$ cat src/rtl/booth_multiplier_param.sv
// Serial-load radix-2 Booth multiplier, signed or unsigned operands.
// One Booth step per cycle; product is read out as two words.
module booth_multiplier_param #(
  parameter int WIDTH = 5
) (
  input  logic             clk,
  input  logic             rst,
  input  logic             start,
  input  logic             signed_mode,
  input  logic [WIDTH-1:0] data_in,
  output logic [WIDTH-1:0] data_out,
  output logic             done,
  output logic             out_hi,
  output logic             busy
);

  localparam int AW = WIDTH + 2;
  localparam int BW = WIDTH + 1;
  localparam int CW = $clog2(WIDTH + 2);
  localparam int PW = 2 * WIDTH;

  typedef enum logic [2:0] {
    IDLE,
    LOAD_A,
    LOAD_B,
    CALC,
    OUT_HI,
    OUT_LO
  } state_t;

  state_t        state_q, state_d;
  logic          mode_q, mode_d;
  logic [BW-1:0] a_q, a_d;
  logic [BW-1:0] b_q, b_d;
  logic [AW-1:0] acc_q, acc_d;
  logic          bit_q, bit_d;
  logic [CW-1:0] cnt_q, cnt_d;

  logic [BW-1:0] ext_in;
  logic [AW-1:0] a_sx;
  logic [AW-1:0] sum;
  logic [PW-1:0] prod;

  // Operand widening: sign-extend when signed, zero-extend otherwise
  always_comb begin
    ext_in = {1'b0, data_in};
    if (mode_q) begin
      ext_in = {data_in[WIDTH-1], data_in};
    end
    a_sx = {a_q[BW-1], a_q};
  end

  // Booth add/subtract selected by the current bit pair
  always_comb begin
    sum = acc_q;
    case ({b_q[0], bit_q})
      2'b01:   sum = acc_q + a_sx;
      2'b10:   sum = acc_q - a_sx;
      default: sum = acc_q;
    endcase
  end

  // Next-state and datapath update
  always_comb begin
    state_d = state_q;
    mode_d  = mode_q;
    a_d     = a_q;
    b_d     = b_q;
    acc_d   = acc_q;
    bit_d   = bit_q;
    cnt_d   = cnt_q;
    case (state_q)
      IDLE: begin
        if (start) begin
          state_d = LOAD_A;
          mode_d  = signed_mode;
        end
      end
      LOAD_A: begin
        a_d     = ext_in;
        state_d = LOAD_B;
      end
      LOAD_B: begin
        b_d     = ext_in;
        acc_d   = '0;
        bit_d   = 1'b0;
        cnt_d   = mode_q ? CW'(WIDTH) : CW'(WIDTH + 1);
        state_d = CALC;
      end
      CALC: begin
        acc_d = {sum[AW-1], sum[AW-1:1]};
        b_d   = {sum[0], b_q[BW-1:1]};
        bit_d = b_q[0];
        cnt_d = cnt_q - CW'(1);
        if (cnt_q == CW'(1)) begin
          state_d = OUT_HI;
        end
      end
      OUT_HI: begin
        state_d = OUT_LO;
      end
      OUT_LO: begin
        state_d = IDLE;
      end
      default: begin
        state_d = IDLE;
      end
    endcase
  end

  // State and datapath registers, synchronous reset
  always_ff @(posedge clk) begin
    if (rst) begin
      state_q <= IDLE;
      mode_q  <= 1'b0;
      a_q     <= '0;
      b_q     <= '0;
      acc_q   <= '0;
      bit_q   <= 1'b0;
      cnt_q   <= '0;
    end else begin
      state_q <= state_d;
      mode_q  <= mode_d;
      a_q     <= a_d;
      b_q     <= b_d;
      acc_q   <= acc_d;
      bit_q   <= bit_d;
      cnt_q   <= cnt_d;
    end
  end

  // Unsigned runs one extra step, so the product sits one bit lower
  always_comb begin
    prod = {acc_q[WIDTH-2:0], b_q};
    if (mode_q) begin
      prod = {acc_q[WIDTH-1:0], b_q[BW-1:1]};
    end
  end

  // Outputs decoded from registered state only
  always_comb begin
    data_out = '0;
    done     = 1'b0;
    out_hi   = 1'b0;
    busy     = (state_q != IDLE);
    case (state_q)
      OUT_HI: begin
        data_out = prod[PW-1:WIDTH];
        done     = 1'b1;
        out_hi   = 1'b1;
      end
      OUT_LO: begin
        data_out = prod[WIDTH-1:0];
        done     = 1'b1;
      end
      default: begin
        data_out = '0;
      end
    endcase
  end

endmodule

$ cat config.mk
export PLATFORM = sky130hd
export DESIGN_NAME = booth_multiplier_param
export DESIGN_NICKNAME = d
export VERILOG_FILES = /design/src/rtl/booth_multiplier_param.sv
export SDC_FILE = /design/constraint.sdc
export NUM_CORES = 1
export LEC_CHECK = 0
export ABC_CLOCK_PERIOD_IN_PS = 5000
export BUFFER_PORTS_ARGS = -buffer_cell sky130_fd_sc_hd__clkbuf_2
export CORE_MARGIN = 3
export CORE_UTILIZATION = 35
export DETAILED_ROUTE_END_ITERATION = 8
export GPL_TIMING_DRIVEN = 0
export PLACE_DENSITY = 0.5
export SKIP_LAST_GASP = 1
export SLEW_MARGIN = 20
export SYNTH_ARGS = -nofsm -noshare
export SYNTH_HDL_FRONTEND = slang
export SYNTH_SLANG_ARGS = --single-unit
$ cat constraint.sdc
create_clock -name clk -period 5 [get_ports clk]
set_input_delay 0.25 -clock clk [delete_from_list [all_inputs] [get_ports clk]]
set_output_delay 0.25 -clock clk [all_outputs]
set_load 0.01 [all_outputs]
# Yosys cells after proc, flatten, opt, wreduce, memory -nomap -nowiden
# Index checks and enable logic that the tools add are counted.
# W data, S select, Z words.
# totals
word_cells	40
out_inout_bits	8
in_bits	9
register_bits	27
# classes
muxes	14
eq_ne	10
reduce_logical	6
addsub	3
# op_table
operator	count
$pmux W7 S2	2
$pmux W3 S5	1
$pmux W6 S2	1
$mux W10	1
$pmux W5 S2	1
$add A7 B7 Y7	1
$sub A7 B7 Y7	1
$eq A3 B1 Y1 const B	2
$eq A3 B2 Y1 const B	2
$eq A3 B3 Y1 const B	2
$mux W3	2
$mux W6	1
$pmux W3 S2	1
$ne A2 B2 Y1 const B	2
$reduce_and A2 Y1	2
$logic_not A3 Y1	1
$reduce_bool A3 Y1	1
$sub A3 B1 Y3 const B	1
$eq A2 B1 Y1 const B	1
$eq A2 B2 Y1 const B	1
$mux W1	2
$mux W2	1
$pmux W1 S2	1
$reduce_bool A2 Y1	1
$reduce_or A2 Y1	1

# Longest topological paths before layout
# Gate-level depths: netlist of run 1.
# logic_depth
depth_word	3
mapped_depth	10

# Worst setup path before layout of run 1
# OpenSTA, ideal clock, no wires.
# synth_path
path_kind	flip-flop to flip-flop
from	register b_q[0]
to	register acc_q[4]
period_less_slack_ps	2098
path_buffers	0
required_ps	4912
t_arrival_ps	2010
path_stages_with_launch	10
slack_ps	2902
path_cell_list	dfxtp_1 -> ha_1 -> mux2_2 -> inv_1 -> ha_1 -> nor2b_1 -> o21ai_0 -> a21boi_0 -> and4b_1 -> nor4_2
# synth_between
elab_chain_cells	3
elab_cells_between_ends	4
classes_between	eq/ne (2); mux (2)
# synth_rtl
element	line	text
start, declared	34	logic [BW-1:0] b_q, b_d;
start signal, assigned	117	b_q <= '0;
start signal, assigned	125	b_q <= b_d;
$eq A2 B2 Y1 or $eq A2 B1 Y1 (tied branches)	56	case ({b_q[0], bit_q})
$pmux W7 S2 *	56	
$pmux W7 S2 *	72	case (state_q)
end signal, assigned	118	acc_q <= '0;
end signal, assigned	126	acc_q <= acc_d;
end, declared	35	logic [AW-1:0] acc_q, acc_d;
# Mark *: on every way between the ends. The rest lies on a longest branch, timed or not.
# A chain may end at the register's enable or synchronous reset.

# Worst setup path in the final report of run 1
# Same ends and word-level chain as after synthesis.

==> results by group, run 1 <==
STA
  – Final setup viols: 0
  – Final clock skew: slightly above 5 ps
  – Fmax: 0.428 GHz
  – Fin crit share: 0.468
  – Setup TNS: 0 ps
  – Final worst slack: 2660 ps
  – Max-slew violation count: 0
  – Min Tclk post-route: 2340 ps
  – Final hold vios: 0
  – RSZ-0062 raised after global routing: no
  – Fin Hold WS: 230 ps
  – Worst Max-Slew Pin Slew: 559 ps
  – Relative max-transition margin: 0.627

Worst setup path
  – Crit path capture type: register
  – Critical Path AT: 2530 ps
  – WP data required: 5190 ps
  – R2R depth: 9
  – Worst reg2reg path endpoint: acc_q[4]$_SDFFE_PP0P_
  – Setup Crit Path Kind: reg2reg
  – Critical path startpoint category: register
  – Max FO, Critical Path: 7
  – R2r setup slk: 2660 ps
  – R2r startpoint: b_q[0]$_SDFFE_PP0P_

CTS
  – Worst-path clk slew: approximately 90 ps
  – Clk_lat worst skew: 270 ps
  – Setup Buffers After CTS: 0
  – Clock sinks: 26
  – # hold bufs at CTS: 0
  – Clock buffer depth: 2
  – TritonCTS Buffers: 3
  – CTS Root Cell: clkbuf_8
  – TritonCTS clock tree: built
  – Post-CTS Resized: 0
  – Htree depth: 1

Drt
  – DRC errors left: 0
  – DR pass1 iterations: 4
  – Number of vias per cell: 5.03
  – First DRT Iteration DRCs: 46
  – Final ANT Viol Nets: 0
  – Post-Route WL: roughly 4100 um
  – Vias: 1469
  – Routed length per placed instance: around 14 um

Floorplanning
  – Die Span X: 76.0 um
  – # rows: 24
  – Die H: 76.0 um
  – Starting density of the core: 0.378
  – Ports: 17
  – Die ar.: 5770 um2
  – Core Box Area: approximately 4500 um2

Cells and area
  – Net count reported at finish: 249
  – Most frequent cells in the layout: 29 x nor2_1, 26 x dfxtp_1, 17 x nand2_1
  – Util after Layout: 0.422
  – Antenna cells: 0
  – Share of post-route cells with drive strength above 1: 0.150
  – Area Growth Syn to Fin: 11.5%
  – Most common cell after layout, fill and taps aside: nor2_1
  – Number of filler cells placed in the layout: 476

Pwr
  – Clock Power Share: 0.236
  – Sw frac: 0.323
  – Design Power: 509 uW
  – Flop pwr share: 0.456
  – Logic gate share of total power: 0.308
  – P per Cell Area: 266 nW/um2
  – Int Pwr: 345 uW
  – Psw: 165 uW
  – Max IR drop VDD: 0.0908 mV
  – Leakage: 0.729 nW

Yosys
  – Syn nets: about 230
  – Seq/Total Area, Yosys: 0.304
  – Avg Synthesized Cell Area: 8.20 um2
  – Ys async rst share: 0
  – Count of cell types in the netlist: 46
  – Warnings from Yosys: 0
  – Ys flop type: dfxtp_1
  – Post-synth EDFFs: 0
  – FF+latch count, synth: 26
  – Post-Synthesis Cells: 209
  – Mapped Area: 1710 um2

Global route
  – Number of global-route vias before repair: around 1300
  – Largest net degree at the start of global routing: 14
  – First-pass GRT wire length: just under 7000 um
  – Grt total ovfl: 0
  – Initial antenna violation count: 0
  – GRT Total Usage: 0.148

Place
  – Worst slack at placement: 2640 ps
  – Detailed placement HPWL: about 3200 um
  – I/O Buffers: 15
  – Final Wtd Congestion: 0.749

Job
  – Max-cap violation count: 0

Hold path
  – Hold Path End: mode_q$_SDFFE_PP0P_
  – HP Class: in2reg
  – WHS Path Cells: 3
  – Beginning of the worst hold path: signed_mode

Status
  – Status: completed
[routing by layer]
layer	up-vias	part of all wire	track usage
met5	-	0	0
met2	19	0.43	0.227
li1	776	-	-
met3	4	0.024	0.0272
met1	670	0.54	0.214
met4	0	0.0094	0.0380
[layout make-up]
class | instances | area, um2 | area share
multi-input combinational | 158 | 1080 | 0.565
sequential | 26 | 520 | 0.272
tap | 65 | 81.3 | 0.0425
timing repair buffer | 15 | 75.1 | 0.0393
buffer | 12 | 65.1 | 0.0340
inverter | 13 | 48.8 | 0.0255
clock buffer | 3 | 41.3 | 0.0216
[power by group through the flow]
stage / Combinational (mW) / Sequential, mW / Clock (mW)
6_report: 0.157 / 0.232 / 0.120
3_5_place_dp: 0.158 / 0.237 / 0
4_1_cts: 0.159 / 0.232 / 0.124
2_1_floorplan: 0.125 / 0.233 / 0
5_1_grt: 0.179 / 0.235 / 0.132
3_3_place_gp: 0.158 / 0.237 / 0
[stage by stage]
stage	instance area (um2)	cells
6_report	1910	292
3_5_place_dp	1870	289
3_3_place_gp	1870	289
4_1_cts	1910	292
2_1_floorplan	1710	209
5_1_grt	1910	292
[cell usage after synthesis, drive strengths merged, types with 2 or more instances]
library cell	n	share of area
a211oi	8	0.035
a21oi	13	0.038
a22oi	4	0.018
a311oi	2	0.010
and3	2	0.0073
buf	8	0.029
clkbuf	4	0.0088
dfxtp	26	0.30
ha	10	0.073
inv	13	0.028
mux2i	14	0.082
nand2	17	0.037
nand2b	5	0.018
nand3	2	0.0058
nand3b	2	0.0088
nor2	30	0.070
nor2b	5	0.020
nor3	4	0.012
nor4	2	0.011
o21ai	9	0.026
o22ai	5	0.018
xnor2	7	0.040
[sequential cells by signal, summed over array words and instances, names as in the netlist]
name,count
a_q,6
acc_q,6
b_q,6
cnt_q,3
state_q,3
bit_q,1
mode_q,1
[worst max-delay path, cell delays in order (launching register included)]
cell and delay (ps):
dfxtp_1 390, ha_1 320, mux2_2 400, inv_1 60
ha_1 210, nor2b_1 120, o21ai_0 190, a21boi_0 160
and4b_1 220, nor4_2 190
[how the worst max path moves through the flow]
| stage | from | endpoint | slack (ps) | cells past startpoint |
|---|---|---|---|---|
| 4_1_cts | b_q[0]$_SDFFE_PP0P_ | acc_q[4]$_SDFFE_PP0P_ | 2630 | 9 |
| 2_1_floorplan | b_q[0]$_SDFFE_PP0P_ | acc_q[4]$_SDFFE_PP0P_ | 2900 | 9 |
| 5_1_grt | b_q[0]$_SDFFE_PP0P_ | acc_q[4]$_SDFFE_PP0P_ | 2450 | 9 |
| 3_5_place_dp | b_q[0]$_SDFFE_PP0P_ | acc_q[4]$_SDFFE_PP0P_ | 2640 | 9 |
| 3_3_place_gp | b_q[0]$_SDFFE_PP0P_ | acc_q[4]$_SDFFE_PP0P_ | 2630 | 9 |
| 6_report | b_q[0]$_SDFFE_PP0P_ | acc_q[4]$_SDFFE_PP0P_ | 2660 | 9 |
[logic make-up after synthesis]
| logic type | share of synthesized area |
|---|---|
| mux | 0.0883 |
| compound gates | 0.185 |
| xor+xnor | 0.0453 |
| simple gates | 0.226 |
| flops | 0.304 |
| fa+ha+maj | 0.0847 |
| buf+inv | 0.0664 |
Note: power is estimated with default switching activity, not from simulation.
==> run 2, diff against run 1 <==
Settings changed: ABC_CLOCK_PERIOD_IN_PS 5000 to 1900, PLACE_DENSITY 0.5 to 0.52.
Clock period 5 ns to 1.9 ns, I/O delays scaled along.
==> run 2 against run 1 <==
Effect of this change: clock skew is 3.2 ps lower; clock-buffer cell count stayed put; the run now ends with setup timing left; fmax is 16% higher; critical endpoint is now acc_q[5]$_SDFFE_PP0P_; total power grew to 2.9 times the previous value; global-route usage hardly changed; first-iteration DRC count is 24% lower; register-to-register slack worse by 2800 ps; sequential power grew to 2.7 times the previous value; critical path depth stayed put.
==> results by group, run 2 (same netlist as run 1, synthesis figures left out) <==
CTS
  – Worst-path clk slew: 90 ps
  – # hold bufs at CTS: 0
  – Clock sinks: 26
  – Clk_lat worst skew: 270 ps
  – Htree depth: 1
  – TritonCTS Buffers: 3
  – TritonCTS clock tree: built
  – Clock buffer depth: 2
  – CTS Root Cell: clkbuf_8

Cells and area
  – Most common cell after layout, fill and taps aside: nor2_1
  – Antenna cells: 0
  – Net count reported at finish: 256
  – Util after Layout: 0.463
  – Fin cells: 299
  – Largest regs: a_q (6), acc_q (6), b_q (6)
  – Most frequent cells in the layout: 27 x nor2_1, 20 x dfxtp_1, 17 x nand2_1
  – Area Growth Syn to Fin: 22.6%
  – Share of post-route cells with drive strength above 1: 0.278
  – Number of filler cells placed in the layout: 473
  – Design area: 2100 um2

Global route
  – Gr busiest metal: met2
  – Initial antenna violation count: 0
  – Grt total ovfl: 0
  – Number of global-route vias before repair: 1426
  – GRT Total Usage: 0.148
  – Largest net degree at the start of global routing: 14
  – Grt met3 use: 0.0272
  – Met2 usage: 0.244
  – First-pass GRT wire length: 7000 um
  – M1 GR Usage: 0.202

Drt
  – Final ANT Viol Nets: 0
  – Routed length per placed instance: 14.2 um
  – DRC errors left: 0
  – First DRT Iteration DRCs: 35
  – Vias: 1520
  – Number of vias per cell: 5.08
  – Post-Route WL: 4250 um
  – DR pass1 iterations: 4

Floorplanning
  – Die H: between 70 and 80 um
  – Die ar.: just under 6000 um2
  – Core Box Area: 4530 um2
  – Starting density of the core: 0.378
  – Die Span X: 76.0 um
  – # rows: 24
  – Ports: 17

Worst setup path
  – Critical Path AT: 2170 ps
  – Max FO, Critical Path: 2
  – Setup Crit Path Kind: reg2reg
  – Critical path startpoint category: register
  – WP data required: 2050 ps
  – Crit path capture type: register

Place
  – Worst slack at placement: -239 ps
  – Final Wtd Congestion: 0.770
  – Placed cell area: 1890 um2
  – I/O Buffers: 15
  – Inst Count DP: between 200 and 300
  – Detailed placement HPWL: ~3200 um

STA
  – Max-slew violation count: 0
  – Fin Hold WS: around 52 ps
  – Fmax: 0.495 GHz
  – Fin crit share: 1.06
  – Final setup viols: 3
  – RSZ-0062 raised after global routing: yes
  – Min Tclk post-route: between 2000 and 2500 ps
  – Final worst slack: -120 ps
  – Final clock skew: 1.87 ps
  – Final hold vios: 0
  – Worst Max-Slew Pin Slew: 528 ps
  – Relative max-transition margin: 0.648

Pwr
  – Max IR drop VDD: between 0.5 and 0.6 mV
  – P per Cell Area: roughly 690 nW/um2
  – Leakage: 0.801 nW

Status
  – Failing checks: setup timing
  – Status: finished, violations left

Hold path
  – HP Class: in2reg

Job
  – Max-cap violation count: 0
[run 2: report_power, final]
part,switching [mW],internal [mW],leakage [nW]
clock,0.179,0.142,0.0216
sequential,0.0364,0.578,0.215
combinational,0.264,0.260,0.564
total,0.480,0.980,0.801
[run 2: worst max-delay path, cell delays in order (launching register included)]
cell and delay [ps]:
dfxtp_2 340, inv_2 50, ha_4 220, mux2_4 290, fa_2 380, nor2b_4 160
o31ai_4 70, a21oi_1 180, xnor2_1 140, o32ai_1 80
[run 2: final cells by class]
| cell class | instances | area, um2 | share of cell area |
|---|---|---|---|
| sequential | 26 | 533 | 0.254 |
| buffer | 12 | 65.1 | 0.0310 |
| clock buffer | 3 | 41.3 | 0.0197 |
| timing repair buffer | 22 | 128 | 0.0608 |
| tap | 65 | 81.3 | 0.0387 |
| inverter | 13 | 51.3 | 0.0244 |
| multi-input combinational | 158 | 1200 | 0.572 |
[run 2: metrics by stage]
stage	setup TNS [ps]	power [mW]
4_1_cts	-369	1.41
6_report	-286	1.46
2_1_floorplan	-145	0.954
5_1_grt	-700	1.55
3_3_place_gp	-555	1.05
3_5_place_dp	-591	1.05
[run 2: routing by layer]
| metal | up-vias | wire (um) |
|---|---|---|
| met5 | - | 0 |
| met1 | 715 | 2080 |
| met3 | 2 | 116 |
| met2 | 16 | 2040 |
| li1 | 787 | - |
| met4 | 0 | 25 |
[run 2: what timing repair did]
item,4_1_cts,5_1_grt
gates cloned,0,0
pin swaps,13,14
endpoints found under the setup margin,6,7
buffers inserted,6,1
resized for setup,13,16
[run 2: path summary, 6_finish.rpt]
| path | startpoint | end | slack (ps) | cells past startpoint |
|---|---|---|---|---|
| worst max-delay path | a_q[1]$_SDFFE_PP0N_ | acc_q[5]$_SDFFE_PP0P_ | -120 | 9 |
| worst max register to register | a_q[1]$_SDFFE_PP0N_ | acc_q[5]$_SDFFE_PP0P_ | -120 | 9 |
| worst min register to register | bit_q$_SDFFE_PP0P_ | bit_q$_SDFFE_PP0P_ | 480 | 2 |
| worst min-delay path | signed_mode | mode_q$_SDFFE_PP0P_ | 50 | 3 |
==> run 3, diff against run 2 <==
Settings changed: CORE_UTILIZATION 35 to 40, PLACE_DENSITY 0.52 to 0.58, RECOVER_POWER from default to 50.
==> run 3 against run 2 <==
Effect of this change: the flow still finishes with violations (setup timing); via count is 0.92% higher; final cell count is 4.3% lower; wire length is 4.3% lower; total power is 0.70% higher; sequential power hardly changed; critical path depth is 1 higher; non-clock buffer count is 2 higher; combinational power is 3% higher; worst setup slack worse by 0.81 ps; global-route usage is 1.5 points higher; utilization is 4.5 points higher; first-iteration DRC count is 23% higher.
==> results by group, run 3 (same netlist as run 1, synthesis figures left out) <==
Pwr
  – Design Power: 1.47 mW
  – P per Cell Area: 712 nW/um2
  – Max IR drop VDD: 0.425 mV
  – Leakage: 0.795 nW

STA
  – Fin Hold WS: 58.4 ps
  – Relative max-transition margin: 0.543
  – Final setup viols: 3
  – Max-slew violation count: 0
  – Fmax: 0.495 GHz
  – Min Tclk post-route: 2020 ps
  – Fin crit share: 1.06
  – Final clock skew: 11.4 ps
  – Worst Max-Slew Pin Slew: a little under 700 ps
  – Final worst slack: -121 ps
  – RSZ-0062 raised after global routing: yes
  – Final hold vios: 0

Cells and area
  – Fin cells: approximately 290
  – Antenna cells: 0
  – Most common cell after layout, fill and taps aside: nor2_1
  – Number of filler cells placed in the layout: 415
  – Largest regs: a_q (6), acc_q (6), b_q (6)
  – FF+latch area: 529 um2
  – Most frequent cells in the layout: 27 x nor2_1, 21 x dfxtp_1, 17 x nand2_1
  – Area Growth Syn to Fin: 20.4%
  – Net count reported at finish: 258
  – Share of post-route cells with drive strength above 1: 0.263
  – Area of the multi-input gates: 1180 um2

Place
  – Final Wtd Congestion: 0.773
  – Detailed placement HPWL: around 3000 um
  – Inst Count DP: roughly 270
  – I/O Buffers: 15

Global route
  – Number of global-route vias before repair: 1450
  – First-pass GRT wire length: 6670 um
  – Initial antenna violation count: 0
  – Grt total ovfl: 0
  – Largest net degree at the start of global routing: 14
  – GRT Total Usage: 0.163

Hold path
  – Beginning of the worst hold path: signed_mode
  – Hold Path End: mode_q$_SDFFE_PP0P_
  – HP Class: in2reg
  – WHS Path Cells: 3

Floorplanning
  – Die ar.: 5110 um2
  – Die H: 71.5 um
  – Core Box Area: 4060 um2
  – Starting density of the core: 0.422
  – # rows: 23
  – Die Span X: 71.5 um
  – Ports: 17

Worst setup path
  – Critical Path AT: 2220 ps
  – R2r startpoint: a_q[0]$_SDFFE_PP0N_
  – Setup Crit Path Kind: reg2reg
  – Max FO, Critical Path: 2
  – Worst reg2reg path endpoint: acc_q[4]$_SDFFE_PP0P_
  – R2R depth: 10
  – R2r setup slk: -120 ps
  – WP data required: ~2100 ps
  – Critical path startpoint category: register
  – Crit path capture type: register

CTS
  – # hold bufs at CTS: 0
  – Clock buffer depth: 2
  – TritonCTS clock tree: built
  – Clock sinks: 26
  – Htree depth: 1
  – TritonCTS Buffers: 3
  – Clk_lat worst skew: 270 ps
  – Worst-path clk slew: 100 ps
  – CTS Root Cell: clkbuf_8

Drt
  – Routed length per placed instance: roughly 14 um
  – First DRT Iteration DRCs: 43
  – DRC errors left: 0
  – Post-Route WL: 4070 um
  – Final ANT Viol Nets: 0
  – Number of vias per cell: around 5.4
  – Vias: 1534
  – DR pass1 iterations: 4

Status
  – Status: finished, violations left
  – Failing checks: setup timing

Job
  – Max-cap violation count: 0
[run 3: where the power goes]
part           internal (mW)  leakage (nW)  switching [mW]  total, mW
logic                  0.270         0.559           0.269      0.539
clock network          0.142        0.0216           0.176      0.319
registers              0.578         0.215          0.0339      0.612
[run 3: critical path, stage by stage, from the launching register on]
cell	delay, ps
dfxtp_4	360
inv_4	40
ha_4	210
mux2_4	280
inv_2	70
ha_4	180
nor2b_4	130
o21ai_4	160
a21boi_4	80
and4b_1	200
nor4_2	230
[run 3: layer usage]
layer	vias to the layer above	track usage	share of wire
met2	14	0.285	0.49
met3	2	0.0295	0.021
met5	-	0	0
li1	791	-	-
met1	727	0.218	0.49
met4	0	0.0125	0.0032
[run 3: cell type report]
cell class | count | area share
multi-input cells | 158 | 0.573
flip-flops and latches | 26 | 0.257
repair buffers | 24 | 0.0691
well taps | 50 | 0.0303
plain buffers | 12 | 0.0261
inverters | 13 | 0.0249
clock buffers | 3 | 0.0200
[run 3: worst max-delay path by stage]
stage / startpoint / endpoint / slack, ps / cells after the start
6_report: a_q[0]$_SDFFE_PP0N_ / acc_q[4]$_SDFFE_PP0P_ / -120 / 10
5_1_grt: a_q[0]$_SDFFE_PP0N_ / acc_q[4]$_SDFFE_PP0P_ / -250 / 10
4_1_cts: bit_q$_SDFFE_PP0P_ / acc_q[5]$_SDFFE_PP0P_ / -140 / 10
3_5_place_dp: a_q[0]$_SDFFE_PP0N_ / acc_q[5]$_SDFFE_PP0P_ / -260 / 10
3_3_place_gp: a_q[0]$_SDFFE_PP0N_ / acc_q[5]$_SDFFE_PP0P_ / -240 / 9
2_1_floorplan: a_q[0]$_SDFFE_PP0N_ / acc_q[5]$_SDFFE_PP0P_ / -70 / 9
[run 3: what timing repair did]
action | CTS | global route
resized for setup | 15 | 11
pin swaps | 13 | 12
endpoints found under the setup margin | 5 | 6
buffers inserted | 3 | 6
[run 3: stage by stage]
step | setup TNS, ps | cell area (um2) | util | setup slack (ps)
4_1_cts | -257 | 1990 | 0.491 | -143
3_5_place_dp | -572 | 1870 | 0.462 | -260
5_1_grt | -1030 | 2060 | 0.508 | -246
2_1_floorplan | -145 | 1740 | - | -73.9
6_report | -247 | 2060 | 0.508 | -121
3_3_place_gp | -536 | 1870 | 0.462 | -244
